<file path="config.mk">
export PLATFORM = sky130hd
export DESIGN_NAME = multicycle_control_flat
export DESIGN_NICKNAME = d
export VERILOG_FILES = /design/src/rtl/multicycle_control_if.sv /design/src/rtl/multicycle_control.sv /design/src/flat_wrapper.sv
export SDC_FILE = /design/constraint.sdc
export NUM_CORES = 1
export LEC_CHECK = 0
export BUFFER_PORTS_ARGS = -buffer_cell sky130_fd_sc_hd__buf_2
export CORE_ASPECT_RATIO = 2
export CORE_MARGIN = 1.5
export CORE_UTILIZATION = 40
export CTS_CLUSTER_DIAMETER = 150
export DETAILED_ROUTE_END_ITERATION = 12
export GPL_TIMING_DRIVEN = 1
export PLACE_DENSITY_LB_ADDON = 0.12
export SETUP_SLACK_MARGIN = 0.15
export SYNTH_ARGS = -nofsm -noshare
export SYNTH_HDL_FRONTEND = slang
export SYNTH_SLANG_ARGS = --single-unit
</file>
<file path="constraint.sdc">
create_clock -name clk -period 5 [get_ports clk]
set_clock_uncertainty 0.15 [all_clocks]
set_input_delay 1 -clock clk [delete_from_list [all_inputs] [get_ports clk]]
set_output_delay 1 -clock clk [all_outputs]
set_load 0.01 [all_outputs]
</file>
<file path="src/rtl/multicycle_control_if.sv">
// Memory handshake between the multi-cycle control FSM
// and the unified instruction/data memory.
interface multicycle_control_if;
  logic mem_req;
  logic mem_read;
  logic mem_write;
  logic mem_ready;

  modport master (
    output mem_req,
    output mem_read,
    output mem_write,
    input  mem_ready
  );

  modport slave (
    input  mem_req,
    input  mem_read,
    input  mem_write,
    output mem_ready
  );
endinterface

</file>
<file path="src/rtl/multicycle_control.sv">
// Main control FSM for the multi-cycle LEGv8 datapath:
// fetch/decode/execute/memory/writeback, retire count, halt.
module multicycle_control #(
  parameter int CNT_W = 32
) (
  input  logic                 clk,
  input  logic                 rst_n,
  input  logic                 run,
  input  logic [10:0]          opcode,
  input  logic                 zero,
  multicycle_control_if.master mem,
  output logic                 ir_write,
  output logic                 pc_write,
  output logic                 pc_src,
  output logic [1:0]           alu_op,
  output logic                 alu_src,
  output logic                 reg2loc,
  output logic                 reg_write,
  output logic                 mem_to_reg,
  output logic                 retire,
  output logic                 halted,
  output logic [CNT_W-1:0]     retired_count
);

  typedef enum logic [3:0] {
    IDLE,
    FETCH,
    DECODE,
    EXEC_R,
    WB_R,
    EXEC_ADDR,
    MEM_RD,
    WB_LD,
    MEM_WR,
    EXEC_CBZ,
    EXEC_B,
    HALT
  } state_t;

  state_t state;
  state_t state_n;
  state_t done_n;

  logic is_r;
  logic is_ld;
  logic is_st;
  logic is_cbz;
  logic is_b;

  assign is_r   = opcode inside {11'b10001011000,
                                 11'b11001011000,
                                 11'b10001010000,
                                 11'b10101010000};
  assign is_ld  = opcode == 11'b11111000010;
  assign is_st  = opcode == 11'b11111000000;
  assign is_cbz = opcode[10:3] == 8'b10110100;
  assign is_b   = opcode[10:5] == 6'b000101;

  // Instruction boundary: drop to IDLE once run is released.
  assign done_n = run ? FETCH : IDLE;

  always_ff @(posedge clk) begin
    if (!rst_n) begin
      state <= IDLE;
    end else begin
      state <= state_n;
    end
  end

  always_ff @(posedge clk) begin
    if (!rst_n) begin
      retired_count <= '0;
    end else if (retire) begin
      retired_count <= retired_count + 1'b1;
    end
  end

  always_comb begin
    state_n       = state;
    mem.mem_req   = 1'b0;
    mem.mem_read  = 1'b0;
    mem.mem_write = 1'b0;
    ir_write      = 1'b0;
    pc_write      = 1'b0;
    pc_src        = 1'b0;
    alu_op        = 2'b00;
    alu_src       = 1'b0;
    reg2loc       = 1'b0;
    reg_write     = 1'b0;
    mem_to_reg    = 1'b0;
    retire        = 1'b0;
    halted        = 1'b0;
    unique case (state)
      IDLE: begin
        if (run) state_n = FETCH;
      end
      FETCH: begin
        mem.mem_req  = 1'b1;
        mem.mem_read = 1'b1;
        if (mem.mem_ready) begin
          ir_write = 1'b1;
          pc_write = 1'b1;
          state_n  = DECODE;
        end
      end
      DECODE: begin
        unique case (1'b1)
          is_r:         state_n = EXEC_R;
          is_ld, is_st: state_n = EXEC_ADDR;
          is_cbz:       state_n = EXEC_CBZ;
          is_b:         state_n = EXEC_B;
          default:      state_n = HALT;
        endcase
      end
      EXEC_R: begin
        alu_op  = 2'b10;
        state_n = WB_R;
      end
      WB_R: begin
        reg_write = 1'b1;
        retire    = 1'b1;
        state_n   = done_n;
      end
      EXEC_ADDR: begin
        alu_src = 1'b1;
        reg2loc = is_st;
        state_n = is_st ? MEM_WR : MEM_RD;
      end
      MEM_RD: begin
        mem.mem_req  = 1'b1;
        mem.mem_read = 1'b1;
        if (mem.mem_ready) state_n = WB_LD;
      end
      WB_LD: begin
        reg_write  = 1'b1;
        mem_to_reg = 1'b1;
        retire     = 1'b1;
        state_n    = done_n;
      end
      MEM_WR: begin
        mem.mem_req   = 1'b1;
        mem.mem_write = 1'b1;
        reg2loc       = 1'b1;
        if (mem.mem_ready) begin
          retire  = 1'b1;
          state_n = done_n;
        end
      end
      EXEC_CBZ: begin
        alu_op   = 2'b01;
        reg2loc  = 1'b1;
        pc_src   = 1'b1;
        pc_write = zero;
        retire   = 1'b1;
        state_n  = done_n;
      end
      EXEC_B: begin
        pc_src   = 1'b1;
        pc_write = 1'b1;
        retire   = 1'b1;
        state_n  = done_n;
      end
      HALT: begin
        halted = 1'b1;
      end
      default: begin
        state_n = IDLE;
      end
    endcase
  end

endmodule

</file>
<file path="src/flat_wrapper.sv">
// flat-port wrapper written by rule: the top's interface ports become plain ports
module multicycle_control_flat 
#(
  parameter int CNT_W = 32
)
  (clk, rst_n, run, opcode, zero, ir_write, pc_write, pc_src, alu_op, alu_src, reg2loc, reg_write, mem_to_reg, retire, halted, retired_count, mem_mem_req, mem_mem_read, mem_mem_write, mem_mem_ready);
  multicycle_control_if mem_i ();
  input  logic clk;
  input  logic rst_n;
  input  logic run;
  input  logic [10:0] opcode;
  input  logic zero;
  output logic ir_write;
  output logic pc_write;
  output logic pc_src;
  output logic [1:0] alu_op;
  output logic alu_src;
  output logic reg2loc;
  output logic reg_write;
  output logic mem_to_reg;
  output logic retire;
  output logic halted;
  output logic [CNT_W-1:0] retired_count;
  output wire logic [$bits(mem_i.mem_req)-1:0] mem_mem_req;
  output wire logic [$bits(mem_i.mem_read)-1:0] mem_mem_read;
  output wire logic [$bits(mem_i.mem_write)-1:0] mem_mem_write;
  input wire logic [$bits(mem_i.mem_ready)-1:0] mem_mem_ready;
  assign mem_mem_req = mem_i.mem_req;
  assign mem_mem_read = mem_i.mem_read;
  assign mem_mem_write = mem_i.mem_write;
  assign mem_i.mem_ready = mem_mem_ready;
  multicycle_control #(.CNT_W(CNT_W)) u_core (.clk(clk), .rst_n(rst_n), .run(run), .opcode(opcode), .zero(zero), .mem(mem_i), .ir_write(ir_write), .pc_write(pc_write), .pc_src(pc_src), .alu_op(alu_op), .alu_src(alu_src), .reg2loc(reg2loc), .reg_write(reg_write), .mem_to_reg(mem_to_reg), .retire(retire), .halted(halted), .retired_count(retired_count));
endmodule
</file>
Yosys cells after proc, flatten, opt, wreduce, memory -nomap -nowiden
Index checks and enable logic that the tools add are counted.
{ "totals": {"word_cells": 59, "inputBits": 16, "regBits": 36} }
{ "classes": {"reduce_logical": 10, "addsub": 1, "n_mux": 22, "eq_ne": 23, "n_bitwise": 1} }
{ "op_table": {"columns": ["op", "n"], "rows": [
  ["equality test 11 bit, second input constant", 6],
  ["one-hot mux 4 bit (9 select lines)", 1],
  ["adder 32 x 1 -> 32 bit, second input constant", 1],
  ["two-way mux 4 bit", 5],
  ["equality test 4 x 3 -> 1 bit, second input constant", 4],
  ["equality test 4 bit, second input constant", 4],
  ["one-hot mux 4 bit (4 select lines)", 1],
  ["two-way mux 1 bit", 11],
  ["OR reduction 2 bit", 5],
  ["equality test 4 x 2 -> 1 bit, second input constant", 2],
  ["equality test 8 bit, second input constant", 1],
  ["!= test 2 bit, second input constant", 4],
  ["equality test 6 x 3 -> 1 bit, second input constant", 1],
  ["AND reduction 5 bit", 1],
  ["equality test 4 x 1 -> 1 bit, second input constant", 1],
  ["zero test 4 bit", 1],
  ["one-hot mux 1 bit (2 select lines)", 2],
  ["one-hot mux 2 bit (2 select lines)", 1],
  ["nonzero test 4 bit", 1],
  ["OR reduction 4 bit", 1],
  ["one-hot mux 1 bit (3 select lines)", 1],
  ["OR reduction 3 bit", 1],
  ["NOT 1 bit", 1]
]} }

Logic depth before layout (Yosys ltp)
{ "depth": {"word_depth": 4, "ltp_mapped": 7, "ltp_nobuf": 5} }

Worst setup path before layout
No wires, ideal clock.
{ "synth_path": {"path_type": "input-to-output", "startpoint": "in opcode[0]", "endpoint": "out reg2loc", "t_arrival_ns": 2.045, "n_path_buf": 0, "cell_stages": 5, "setup_slack_ns": 1.805, "cell_sequence": "nor4b_1 > nand4_1 > nor2_1 > a31oi_1 > nor2_1"} }
{ "synth_via": {"elab_chain_cells": 2} }
{ "synth_rtl": {"columns": ["item", "line", "rtl"], "rows": [
  ["start, declared", "flat_wrapper.sv:11", "input logic [10:0] opcode;"],
  ["equality test 11 bit", "multicycle_control.sv:55", "assign is_st = opcode == 11'b11111000000;"],
  ["one-hot mux 1 bit (2 select lines)", "multicycle_control.sv:93", "unique case (state)"],
  ["end, declared", "flat_wrapper.sv:18", "output logic reg2loc;"]
]} }
No other way between the ends.

Worst setup path in the final report
Same ends and word-level chain as after synthesis.

==> out/results.ini <==
[cells_and_area]
drive_gt1_share_pct=24.0
multi_input_area_um2=1300
final_common_cell=buf_2
n_antenna_cell=0
layout_common_cells=61 x buf_2, 36 x dfxtp_1, 30 x nor2_1
layout.area.seq_um2=721
area_growth_pct=19.0
fin_nets=338
stdcell_count=379
nFillCells=547

[floorplan]
start_util_pct=41.2
die_area_um2=5760
fp.dieH_um=106
die_w_um=54.4
row_count=37
io_pins=62
coreArea_um2=5140

[drt]
drt-total-wl_mm=5.62
vias=2197
drc=0
wl_per_cell_um=14.8
ant_nets=0
firstDrtPassIters=4
drtIter0Drc=27
vias_per_cell=5.80

[clock_tree]
tritoncts.num_buffers=5
cts_buffer_depth=2
htree_levels=2
clock-sinks=36
clk_latency_ps=290
cts-hold-fix-buffers=0
root_buffer=clkbuf_8
postCtsSetupRepairBufs=0
cts_tree=yes
cts_resized=0
cts.clk_slew.worst_paths_ps=70

[min_path]
hp-start=u_core.retired_count[31]
hold_depth=2
min_path_type=reg -> reg
whs_endpoint=u_core.retired_count[31]

[synth]
synth-seq-area-share_pct=34.1
syn_nets=284
yosys_register_bits=36
netlist_area_um2=2120
ys.flop_type=dfxtp_1
synthCells=267
syn_area_per_cell_um2=7.92
synth_warnings=0
synth_edf_count=0
synth.distinct_cells=45
async_flop_share_pct=0

[place]
dp_cells=372
dp_slack_ps=1380
gp_congestion=0.770
hpwl_mm=4.16
numPortBuffers=61

[grt]
grt_usage_pct=20.8
antenna_found_initial=0
grt_start_max_net_pins=33
grt_pass1_wl_mm=9.04
overflow=0
grt_pass1_vias=2018

[sta]
timing.final.ws_setup_ps=1370
drv_slew=0
fin_tns_setup_ps=0
setup_viol_count_final=0
min_period_over_period_pct=72.6
worst_hold_slack_ps=335
tightest_slew_ps=1020
max_freq_mhz=275
rsz0062_at_grt=false
finalHoldViolCount=0
fin_crit_ps=3630
slew_headroom_pct=31.6

[power_and_ir_drop]
peakVddDrop_uv=171
p_leak_uw=0.00106
p_per_area_nw_per_um2=250
finalPower_uw=628

[critical_path]
crit_type=in -> out
start_kind=input port
reg2reg_depth=6
worstPathArrival_ps=2480
critPathRequiredTime_ps=3850
cp_max_fo=4
critPathCaptureType=output pin
crit_start=opcode[0]
reg2reg_slack_ps=2190
r2r_start=u_core.state[1]
regToRegEndpoint=u_core.retired_count[30]

[status]
outcome=completed

[job]
drv_cap=0

==> logic make-up (layout without fill, tap and decap cells) <==
| logic type | Yosys count | after routing | share of synthesized area, % |
|---|---|---|---|
| adder cells (fa/ha/maj) | 1 | 1 | 0.591 |
| AO/OA/AOI/OAI | 78 | 78 | 23.6 |
| multiplexers | 2 | 2 | 0.946 |
| flip-flops | 36 | 36 | 34.1 |
| AND/OR/NAND/NOR | 112 | 112 | 30.1 |
| XOR/XNOR | 15 | 15 | 6.21 |
| buffers and inverters | 23 | 77 | 4.49 |
==> metal layers <==
metal	global-route usage [%]	routed length [um]
met1	20.3	2070
met3	2.97	207
met2	38.8	3190
met4	10.2	151
met5	0	0
==> state kept, by name (all words and copies together) (netlist names) <==
name	count
u_core.retired_count	32
u_core.state	4
==> final cells by class <==
type,instances,share of cell area [%]
multi-input combinational,208,51.6
sequential,36,28.6
timing repair buffer,63,12.7
clock buffer,6,2.88
tap,58,2.88
inverter,7,1.04
clock inverter,1,0.199
==> worst max-delay path by stage <==
stage,end,cells after the start
2_1_floorplan,reg2loc,5
4_1_cts,reg2loc,7
3_5_place_dp,reg2loc,7
5_1_grt,reg2loc,7
6_report,reg2loc,7
3_3_place_gp,reg2loc,7
==> per-stage QoR <==
stage          instance area, um^2  utilization [%]
2_1_floorplan                 2120                -
3_3_place_gp                  2440             47.5
3_5_place_dp                  2440             47.5
4_1_cts                       2520             49.0
5_1_grt                       2520             49.0
6_report                      2520             49.0
==> critical path: stages <==
cell     delay (ps)
buf_2           100
nor4b_1         490
nand4_1         280
nor2_1          250
a31oi_1         110
nor2_1          110
buf_2           140
==> cell usage after synthesis (2+ instances only) <==
library cell / instances / share of area [%]
mux2i_1: 2 / 0.95
o211ai_1: 6 / 2.1
dfxtp_1: 36 / 34
a31oi_1: 3 / 0.89
nand2b_1: 4 / 1.2
a32oi_1: 2 / 0.83
a21oi_1: 21 / 5.0
xor2_1: 14 / 5.8
buf_2: 4 / 0.95
o21ai_2: 2 / 0.83
nand3_1: 8 / 1.9
nor2b_1: 2 / 0.59
nor4b_4: 2 / 2.2
nor4b_1: 3 / 1.2
or4_1: 2 / 0.71
o2111ai_1: 7 / 2.9
clkbuf_1: 11 / 2.0
nor3_1: 7 / 1.7
and3_1: 7 / 2.1
nand3b_1: 3 / 1.1
o21a_1: 7 / 2.5
and4_1: 3 / 1.2
nand2_1: 15 / 2.7
and2_1: 3 / 0.89
or3_1: 12 / 3.5
a21o_1: 2 / 0.71
inv_1: 7 / 1.2
nand4_1: 6 / 1.8
o21ai_0: 20 / 4.7
nor2_1: 30 / 5.3
o31ai_1: 2 / 0.71
==> power by group <==
group	switching (uW)	internal (uW)	leakage, uW
Sequential	24.7	292	0.000290
Clock	99.6	94.7	0.0000410
Combinational	65.5	51.5	0.000733
Total	190	439	0.00106
Note: power is estimated with default switching activity, not from simulation.
